===== src/rtl/regfile_dump.sv =====
// regfile_dump -- sequential dump client for a spare register-file read port.
//
// On a start pulse (honoured only when idle) the block walks read addresses
// 0..NREGS-1 and streams one {index, value} word per register over a
// valid/ready handshake, then pulses done for one cycle. It never writes the
// register file.
//
// Ports:
//   clk        rising-edge clock
//   reset      synchronous, active-high reset
//   start      single-cycle request to begin a dump (ignored unless idle)
//   ra         read address to the register-file read port
//   rd         combinational read data for ra
//   out_valid  out_idx/out_data hold a valid word
//   out_ready  consumer accepts the word this cycle
//   out_idx    register index of the current word
//   out_data   register value of the current word
//   busy       dump in progress (any state other than IDLE)
//   done       one-cycle pulse after the last word is accepted
//
// Build option:
//   REGDUMP_SKIP_ZERO_EN  when defined, registers reading zero are skipped
//                         (one cycle each) and never appear on the stream.

module regfile_dump #(
    parameter int NREGS = 32,
    parameter int AW    = 5,
    parameter int DW    = 64
) (
    input  logic          clk,
    input  logic          reset,
    input  logic          start,
    output logic [AW-1:0] ra,
    input  logic [DW-1:0] rd,
    output logic          out_valid,
    input  logic          out_ready,
    output logic [AW-1:0] out_idx,
    output logic [DW-1:0] out_data,
    output logic          busy,
    output logic          done
);

    typedef enum logic [1:0] {IDLE, READ, SEND, FIN} state_t;

    typedef struct packed {
        logic [AW-1:0] idx;
        logic [DW-1:0] data;
    } word_t;

    localparam logic [AW-1:0] LAST = AW'(NREGS - 1);

    state_t        state, state_d;
    logic [AW-1:0] idx, idx_d;
    word_t         word, word_d;
    logic          last;
    logic          skip;

    // Termination is an equality test on the last index, so idx never
    // needs to wrap.
    assign last = (idx == LAST);

`ifdef REGDUMP_SKIP_ZERO_EN
    assign skip = (rd == '0);
`else
    assign skip = 1'b0;
`endif

    always_ff @(posedge clk) begin
        if (reset) begin
            state <= IDLE;
            idx   <= '0;
            word  <= '0;
        end else begin
            state <= state_d;
            idx   <= idx_d;
            word  <= word_d;
        end
    end

    always_comb begin
        state_d = state;
        idx_d   = idx;
        word_d  = word;
        case (state)
            IDLE: begin
                if (start) begin
                    idx_d   = '0;
                    state_d = READ;
                end
            end
            READ: begin
                // rd is valid this cycle for the address registered last cycle.
                if (skip) begin
                    if (last) state_d = FIN;
                    else      idx_d   = idx + AW'(1);
                end else begin
                    word_d.idx  = idx;
                    word_d.data = rd;
                    state_d     = SEND;
                end
            end
            SEND: begin
                // Word stays frozen in the holding register until accepted.
                if (out_ready) begin
                    if (last) begin
                        state_d = FIN;
                    end else begin
                        idx_d   = idx + AW'(1);
                        state_d = READ;
                    end
                end
            end
            FIN:     state_d = IDLE;
            default: state_d = IDLE;
        endcase
    end

    // Valid/busy/done decode straight from the state register, so they can
    // never disagree with the FSM.
    assign ra        = idx;
    assign out_valid = (state == SEND);
    assign out_idx   = word.idx;
    assign out_data  = word.data;
    assign busy      = (state != IDLE);
    assign done      = (state == FIN);

endmodule


===== config.mk =====
export PLATFORM = sky130hd
export DESIGN_NAME = regfile_dump
export DESIGN_NICKNAME = d
export VERILOG_FILES = /design/src/rtl/regfile_dump.sv
export SDC_FILE = /design/constraint.sdc
export NUM_CORES = 1
export LEC_CHECK = 0
export ABC_AREA = 1
export CAP_MARGIN = 30
export CORE_ASPECT_RATIO = 0.8
export CORE_UTILIZATION = 35
export CTS_CLUSTER_DIAMETER = 30
export DETAILED_ROUTE_END_ITERATION = 10
export PLACE_DENSITY_LB_ADDON = 0.08
export SLEW_MARGIN = 10
export SYNTH_ARGS = -nofsm -noshare
export SYNTH_HDL_FRONTEND = slang
export SYNTH_SLANG_ARGS = --single-unit

===== constraint.sdc =====
create_clock -name clk -period 3.8 [get_ports clk]
set_input_delay 0.76 -clock clk [delete_from_list [all_inputs] [get_ports clk]]
set_output_delay 0.76 -clock clk [all_outputs]
set_load 0.1 [all_outputs]

# After elaboration in Yosys (flattened, before gate mapping)
# Index checks and enable logic that the tools add are counted.
# classes
n_addsub,1
eq_ne,7
muxes,8
n_reduce_logical,5
# ops
cell,count
$mux 5,3
$pmux 5 s2,1
$pmux 2 s4,1
$mux 2,3
$add 5x1->5 const B,1
$eq 5x5->1 const B,1
$eq 2x2->1 const B,2
$ne 2x2->1 const B,2
$reduce_and 4->1,1
$reduce_bool 2->1,2
$eq 2x1->1 const B,1
$logic_not 2->1,1
$ne 2x1->1 const B,1
$reduce_and 2->1,1
# word_totals
register_bits,76
in_bits,68
output_inout_bits,77
elab_cells,25

# Longest topological paths before layout
# Gate-level depths: netlist (run 1).
# depth
depth_word,4
depth_mapped,9
mapped_depth_nobuf,9

# Worst setup path after synthesis (run 1)
# OpenSTA, ideal clock, no wires.
# synth_path
path_kind,register to register
startpoint,register idx[1] (netlist: ra[1])
endpoint,register idx[3] (netlist: ra[3])
setup_ns,0.112
t_arrival_ns,2.025
t_required_ns,3.688
setup_slack_ns,1.664
stages_incl_launch_ff,10
path_buffers,0
period_less_slack_ns,2.136
cell_sequence,dfxtp_1 -> ha_1 -> inv_1 -> nor3_1 -> ha_1 -> nand2_2 -> nand2_1 -> nand2_1 -> nand2_1 -> nor2_1
# synth_between
elab_chain_cells,4
word_cells_on_any_way,7
classes_between,1 x add/sub; 2 x eq/ne; 3 x mux; 1 x reduce/logical
# synth_lines
element,line,rtl
"start, declared",53,"logic [AW-1:0] idx, idx_d;"
"start signal, assigned",75,idx <= idx_d;
$add 5x1->5,108,idx_d = idx + AW'(1);
$mux 5,105,if (last) begin
$mux 5,104,if (out_ready) begin
$pmux 5 s2,84,case (state)
# Several ways; a longest one is shown, not always the timed one. The select of a mux whose other input is x is not followed.
# A chain may end at the register's enable or synchronous reset.

# Worst setup path in the final report (run 1)
# layout_path
startpoint,register state[1]
endpoint,output port out_valid
# layout_between
elab_chain_cells,1
# layout_lines
element,line,rtl
"start, declared",52,"state_t state, state_d;"
"start signal, assigned",74,state <= state_d;
$eq 2x2->1,121,assign out_valid = (state == SEND);
"end, declared",35,"output logic out_valid,"
# No other way between the ends.

==> flow_summary.json, run 1 <==
{
  "outcome": "finished clean",
  "port_buffers": 144,
  "post_drt_wl_per_cell_um": 12.1,
  "period_needed_ns": 2.91,
  "core_area_um2": 7570,
  "ant_nets": 0,
  "endpoint_kind": "output pin",
  "rows": 28,
  "cts_hold_buf": 0,
  "clock.fmax_ghz": 0.343,
  "post_cts_buffers": 0,
  "final_common_cell": "clkdlybuf4s50_1",
  "critical_path_class": "flip-flop to output pin",
  "tightest_slew_ns": 1.02,
  "dr.pass1.iters": 4,
  "viasPerCell": 4.47,
  "synth_seq_area_share_pct": 54.4,
  "clock-sinks": 76,
  "avgSynthCellArea_um2": 7.79,
  "die_height_um": 81.9,
  "p_per_area_nw_per_um2": 543,
  "cts_buffer_depth": 2,
  "tns_ns": 0,
  "drt_iter0_markers": 85,
  "clkTransAtPathRegs_ns": 0.07,
  "ctsResizeCount": 0,
  "antenna_found_initial": 0,
  "synth_area_um2": 2800,
  "required_ns": 3.04,
  "multiInputGateArea_um2": 1080,
  "cts-buffers-inserted": 9,
  "dieArea_um2": 8350,
  "peakVddDrop_mv": 0.229,
  "slew_violations": 0,
  "die_w_um": 102,
  "clock-skew-final_ns": 0.00921,
  "area_growth_pct": 59.1,
  "tritoncts": "built",
  "dp_cells": 587,
  "grt_pass1_wl_um": 11200,
  "synth_nets": 429,
  "layout_common_cells": "clkdlybuf4s50_1 (144), nor2_1 (141), dfxtp_1 (76)",
  "critPathLaunchType": "flip-flop",
  "grt_max_degree": 73,
  "rsz0062_at_grt": "false",
  "htree_num_levels": 3,
  "cp_max_fo": 8,
  "dp_worst_setup_slack_ns": 1.25,
  "cap_viol_max_count": 0,
  "start_util_pct": 36.9,
  "nets": 563,
  "slew_headroom_pct": 31.9,
  "setup_viol": 0,
  "stdcell_area_um2": 4450,
  "cp.arrival_ns": 2.15,
  "ctsRootBufferMaster": "clkbuf_8",
  "io-pin-count": 145,
  "period_share_pct": 76.7,
  "antennaDiodeCount": 0,
  "power.leakage_nw": 1.71,
  "fin_cells": 602,
  "drive_above_1_share_pct": 4.43,
  "area.sequential_um2": 1520,
  "track_usage_pct": 17.4,
  "syn_inst": 359,
  "placed_area_um2": 4240,
  "yosys_warnings": 0,
  "place.gp.congestion": 0.727,
  "hpwlAfterDp_um": 4830,
  "worst_slack_ns": 0.885,
  "finalHoldViolations": 0,
  "grt_pass1_vias": 2436,
  "grt_overflow": 0,
  "hold_class": "flip-flop to flip-flop",
  "synth.distinct_cells": 19,
  "drc": 0,
  "clk_latency_ns": 0.34,
  "routed_wl_um": 7280,
  "vias": 2688,
  "fill_cells": 732,
  "ys_ff_latch": 76
}
-- kinds of logic (layout without fill, tap and decap cells) --
group	Yosys count	count (layout)	share of synthesized area [%]
DFF	76	76	54.4
and+or+nand+nor	168	168	23.6
AOI/OAI and AO/OA	79	79	14.1
buffers and inverters	34	172	6.89
adders and majority gates	2	2	0.895
-- per-stage QoR --
| stage | util (%) | total power [W] | hold WS [ns] |
|---|---|---|---|
| finish | 58.8 | 0.00241 | 0.484 |
| global route | 58.8 | 0.00252 | 0.507 |
| CTS | 58.8 | 0.00244 | 0.490 |
| detailed placement | 56.1 | 0.00179 | 0.473 |
| global placement | 55.8 | 0.00178 | 0.461 |
| floorplan | - | 0.00157 | 0.537 |
-- state kept, by name, indices dropped and copies added (netlist names) --
signal / flops
ra: 5
out_idx: 5
state: 2
out_data: 64
-- metal layers --
| layer | GRT usage (%) | routed length (um) | up-vias |
|---|---|---|---|
| li1 | - | - | 1414 |
| met1 | 19.5 | 3150 | 1174 |
| met2 | 29.2 | 3290 | 92 |
| met3 | 8.43 | 775 | 8 |
| met4 | 5.57 | 71 | 0 |
| met5 | 0 | 0 | - |
-- synth_stat cells --
master	number	share of area, %
nor2_4	1	0.40
inv_2	1	0.13
dfxtp_1	76	54
buf_4	6	1.6
nor2_1	141	19
inv_4	1	0.22
inv_1	10	1.3
buf_2	2	0.36
nand2_4	1	0.40
nand3_1	7	1.3
nor3_1	1	0.18
clkbuf_1	9	1.2
a21oi_1	8	1.4
nand2_2	2	0.45
o21ai_1	31	5.6
o21ai_0	40	7.2
nand2_1	15	2.0
ha_1	2	0.90
buf_6	5	2.0
-- critical path, cell delays in order (launching register included) --
cell and delay [ns]:
dfxtp_1 0.38, inv_2 0.08, nor2_4 0.19, clkdlybuf4s50_1 1.17
-- layout make-up --
class	count	area share (%)
multi-input cells	249	24.3
flip-flops and latches	76	34.2
repair buffers	145	32.9
well taps	105	2.95
clock buffers	10	2.87
clock inverters	5	1.74
inverters	12	1.07
-- path summary, 6_finish.rpt --
| path | from | end | slack, ns | cells past startpoint |
|---|---|---|---|---|
| worst max-delay path | state[1] | out_valid | 0.89 | 3 |
| worst min-delay path | out_data[1] | out_data[1] | 0.48 | 2 |
| worst max register to register | state[0] | out_idx[2] | 1.80 | 4 |
| worst min register to register | out_data[1] | out_data[1] | 0.48 | 2 |
-- power by group --
| part | leakage, nW | switching [W] | internal (W) |
|---|---|---|---|
| Combinational | 0.983 | 0.000643 | 0.000225 |
| Clock | 0.102 | 0.000279 | 0.000364 |
| Sequential | 0.624 | 0.0000366 | 0.000865 |
| Total | 1.71 | 0.000959 | 0.00145 |
Note: power is estimated with default switching activity, not from simulation.
==> run 2, diff against run 1 <==
==> constraint.sdc (replaced) <==
create_clock -name clk -period 2.6 [get_ports clk]
set_input_delay 0.52 -clock clk [delete_from_list [all_inputs] [get_ports clk]]
set_output_delay 0.52 -clock clk [all_outputs]
set_load 0.1 [all_outputs]
==> run 2 against run 1 <==
  * Cell count grew 0.50%
  * Utilization shrank 2.2 points
  * Sequential power grew 47%
  * Register-to-register slack lost 0.75 ns
  * Hold slack gained 0.0010 ns
  * Design area shrank 3.7%
  * Clock-buffer cell count is the same
  * Global-route usage shrank 0.23 points
  * Largest power group unchanged
==> flow_summary.json, run 2 (synthesis results as in run 1) <==
{
  "clock-skew-final_ns": 0.00591,
  "clkTransAtPathRegs_ns": 0.08,
  "reg2reg_slack_ns": 1.05,
  "peakVddDrop_mv": 0.422,
  "start_util_pct": 36.9,
  "drive_above_1_share_pct": 20.4,
  "tritoncts": "built",
  "vias": 2680,
  "power.leakage_nw": 1.86,
  "slew_headroom_pct": 51.4,
  "clock-sinks": 76,
  "r2r-start": "ra[1]",
  "fill_cells": 749,
  "multiInputGateArea_um2": 1080,
  "rows": 28,
  "critPathLaunchType": "flip-flop",
  "cts_hold_buf": 0,
  "period_share_pct": 70.2,
  "whs_endpoint": "out_idx[4]",
  "nets": 565,
  "ctsRootBufferMaster": "clkbuf_8",
  "grt_max_degree": 73,
  "finalPower_w": 0.00353,
  "post_drt_wl_per_cell_um": 11.8,
  "layout_common_cells": "nor2_1 (141), buf_4 (79), dfxtp_1 (76)",
  "die_height_um": 81.9,
  "core_area_um2": 7570,
  "rsz0062_at_grt": "false",
  "htree_num_levels": 3,
  "dr.pass1.iters": 5,
  "grt_pass1_wl_um": 11000,
  "cap_viol_max_count": 0,
  "cts-buffers-inserted": 9,
  "routed_wl_um": 7110,
  "cp_max_fo": 8,
  "period_needed_ns": 1.83,
  "area.sequential_um2": 1520,
  "largest_reg_flops": 64,
  "finalHoldViolations": 0,
  "cts_buffer_depth": 2,
  "tns_ns": 0,
  "drc": 0,
  "endpoint_kind": "output pin",
  "port_buffers": 144,
  "hold_path_depth": 2,
  "p_per_area_nw_per_um2": 824,
  "area_growth_pct": 53.2,
  "dieArea_um2": 8350,
  "grt_overflow": 0,
  "critical_path_class": "flip-flop to output pin",
  "reg2reg_to": "ra[3]",
  "hold_class": "flip-flop to flip-flop",
  "clock.fmax_ghz": 0.548,
  "required_ns": 2.08,
  "reg2reg_depth": 9,
  "drt_iter0_markers": 69,
  "post_cts_buffers": 0,
  "dp_cells": 589,
  "ctsResizeCount": 0,
  "hpwlAfterDp_um": 4780,
  "ant_nets": 0,
  "cp.arrival_ns": 1.31,
  "place.gp.congestion": 0.708,
  "slew_violations": 0,
  "outcome": "finished clean",
  "track_usage_pct": 17.2,
  "tightest_slew_ns": 0.729,
  "final_common_cell": "nor2_1",
  "antennaDiodeCount": 0,
  "setup_viol": 0,
  "clk_latency_ns": 0.34,
  "min_from": "out_idx[4]",
  "viasPerCell": 4.43,
  "antenna_found_initial": 0,
  "die_w_um": 102,
  "io-pin-count": 145,
  "grt_pass1_vias": 2380,
  "fin_cells": 605
}
## run 2: metal layers
metal | global-route usage, % | vias up | share of wire [%]
met5 | 0 | - | 0
met4 | 3.43 | 0 | 0.35
met3 | 9.28 | 2 | 11
met2 | 28.4 | 92 | 45
met1 | 19.7 | 1170 | 44
li1 | - | 1416 | -
## run 2: worst max path at each step
| stage | end | startpoint |
|---|---|---|
| global route | out_valid | state[1] |
| detailed placement | out_data[54] | reset |
| global placement | out_data[51] | reset |
| finish | out_valid | state[1] |
| floorplan | ra[3] | ra[1] |
| CTS | out_valid | state[1] |
## run 2: power breakdown
part           internal (W)  total, W  switching (W)
combinational      0.000297   0.00123       0.000937
clock              0.000541  0.000977       0.000436
sequential          0.00126   0.00132      0.0000554
total               0.00210   0.00353        0.00143
## run 2: area by class of cell
type                    instances  area share, %
multi-input cells             249           25.2
inverters                      12           1.11
repair buffers                147           30.0
well taps                     105           3.07
clock inverters                 6           2.07
clock buffers                  10           2.98
flip-flops and latches         76           35.5
## run 2: through the flow
step | setup slack (ns) | utilization (%) | cell area (um^2) | hold slack (ns)
global route | 0.672 | 56.6 | 4280 | 0.506
global placement | 0.713 | 53.7 | 4070 | 0.464
detailed placement | 0.696 | 53.7 | 4070 | 0.472
CTS | 0.749 | 56.6 | 4280 | 0.490
floorplan | 0.464 | - | 2800 | 0.537
finish | 0.775 | 56.6 | 4280 | 0.485
## run 2: critical path: stages (launching register included)
cell and delay [ns]:
dfxtp_1 0.39, inv_2 0.08, nor2_4 0.17, buf_4 0.33
==> run 3, diff against run 2 <==
==> constraint.sdc (replaced) <==
create_clock -name clk -period 1.7 [get_ports clk]
set_input_delay 0.34 -clock clk [delete_from_list [all_inputs] [get_ports clk]]
set_output_delay 0.34 -clock clk [all_outputs]
set_load 0.1 [all_outputs]
==> run 3 against run 2 <==
  * Combinational power is 87% higher
  * Sequential share of layout area is 6.9 points lower
  * Design area is 25% higher
  * Critical path type unchanged
  * Largest power group is now combinational cells
==> flow_summary.json, run 3 (synthesis results as in run 1) <==
{
  "port_buffers": 144,
  "rsz0062_at_grt": "false",
  "cp.arrival_ns": 1.25,
  "grt_pass1_vias": 2563,
  "power.leakage_nw": 2.15,
  "viasPerCell": 4.53,
  "post_cts_buffers": 0,
  "clkTransAtPathRegs_ns": 0.07,
  "crit_slowest_cell": "dfxtp_1",
  "pwr-share-seq_pct": 34.1,
  "antennaDiodeCount": 0,
  "clock-sinks": 76,
  "peakVddDrop_mv": 0.593,
  "tns_ns": 0,
  "clk_latency_ns": 0.33,
  "nets": 568,
  "wl_met2_um": 3550,
  "dr.pass1.iters": 4,
  "worst_slack_ns": 0.109,
  "tightest_slew_ns": 0.405,
  "drc": 0,
  "place.gp.congestion": 0.774,
  "sw_frac_of_total_pct": 36.3,
  "start_util_pct": 36.9,
  "cp_num_buf_inv": 2,
  "period_share_pct": 93.6,
  "core_area_um2": 7570,
  "slew_headroom_pct": 73.0,
  "met3WireLength_um": 708,
  "drive_above_1_share_pct": 21.9,
  "cap_viol_max_count": 0,
  "cts-buffers-inserted": 9,
  "required_ns": 1.36,
  "clock.fmax_ghz": 0.628,
  "ctsResizeCount": 0,
  "intPower_w": 0.00392,
  "hpwlAfterDp_um": 5640,
  "p_comb_share_pct": 37.3,
  "die_height_um": 81.9,
  "setup_viol": 0,
  "power_switching_w": 0.00224,
  "outcome": "finished clean",
  "p_per_area_nw_per_um2": 1150,
  "period_needed_ns": 1.59,
  "cts_hold_buf": 0,
  "grt_max_degree": 44,
  "final_common_cell": "nor2_1",
  "antenna_found_initial": 0,
  "pwr-share-clk_pct": 28.6,
  "multiInputGateArea_um2": 1080,
  "dieArea_um2": 8350,
  "vias": 2751,
  "layout_common_cells": "nor2_1 (141), buf_12 (80), dfxtp_1 (71)",
  "die_w_um": 102,
  "rows": 28,
  "grt_pass1_wl_um": 12500,
  "routed.top_layer": "met4",
  "hold_class": "flip-flop to flip-flop",
  "tritoncts": "built",
  "cts_buffer_depth": 2,
  "critical_path_class": "flip-flop to output pin",
  "area.sequential_um2": 1530,
  "drt_iter0_markers": 65,
  "finalHoldViolations": 0,
  "cp_max_fo": 8,
  "routed_wl_um": 7720,
  "cp_top_family": "flip-flops",
  "track_usage_pct": 19.6,
  "clock-skew-final_ns": 0.00839,
  "endpoint_kind": "output pin",
  "critPathLaunchType": "flip-flop",
  "ctsRootBufferMaster": "clkbuf_8",
  "largest_reg_flops": 64,
  "slew_violations": 0,
  "ant_nets": 0,
  "post_drt_wl_per_cell_um": 12.7,
  "dp_worst_setup_slack_ns": 0.223,
  "grt_overflow": 0,
  "wl_met1_um": 3430,
  "fill_cells": 599,
  "area_growth_pct": 91.5,
  "io-pin-count": 145,
  "cp_cell_sequence": "inv_2 -> nor2_4 -> buf_12",
  "htree_num_levels": 3,
  "cp_slowest_stage_delay_ns": 0.40
}
-- run 3: changes by cell type in the layout (fill, tap and decap cells not counted), sizes merged --
cell and change:
buf +3, bufinv +1, clkbuf +2, clkinv -2, clkinvlp -2
-- run 3: cell type report --
type | instances | area share [%]
Multi-Input combinational cell | 249 | 20.2
Sequential cell | 76 | 28.6
Clock inverter | 3 | 1.68
Clock buffer | 12 | 3.30
Timing Repair Buffer | 150 | 42.9
Inverter | 12 | 0.888
Tap cell | 105 | 2.45
-- run 3: worst paths after layout --
path | startpoint | endpoint | slack [ns] | cells after the start
max | state[1] | out_valid | 0.11 | 3
min | out_data[9] | out_data[9] | 0.52 | 2
max reg2reg | ra[1] | ra[3] | 0.22 | 9
min reg2reg | out_data[9] | out_data[9] | 0.52 | 2
-- run 3: through the flow --
stage                     cell area (um^2)  util [%]  hold WS [ns]  power, W  instances
after global routing                  5350      70.8         0.540   0.00641        607
after CTS                             5350      70.8         0.525   0.00622        607
final                                 5350      70.8         0.521   0.00615        607
after detailed placement              5090      67.2         0.514   0.00445        592
after global placement                5090      67.2         0.509   0.00442        592
after floorplan                       2810         -         0.409   0.00351        359
-- run 3: per-layer routing --
| metal | GRT usage, % | up-vias |
|---|---|---|
| met1 | 24.1 | 1225 |
| met4 | 6.43 | 0 |
| met3 | 7.49 | 2 |
| met5 | 0 | - |
| li1 | - | 1421 |
| met2 | 31.7 | 103 |
-- run 3: worst register-to-register path: stages, from the launching register on --
cell and delay (ns):
dfxtp_4 0.39, ha_1 0.17, inv_1 0.05, nor3_1 0.16, ha_1 0.21, nand2_2 0.12
nand2_1 0.13, nand2_1 0.05, nand2_1 0.06, nor2_1 0.04
-- run 3: power groups by stage --
stage	clock, W	combinational, W	sequential, W
after global placement	0	0.00229	0.00213
final	0.00176	0.00230	0.00210
after CTS	0.00181	0.00231	0.00210
after global routing	0.00189	0.00240	0.00212
after floorplan	0	0.000385	0.00312
after detailed placement	0	0.00231	0.00214
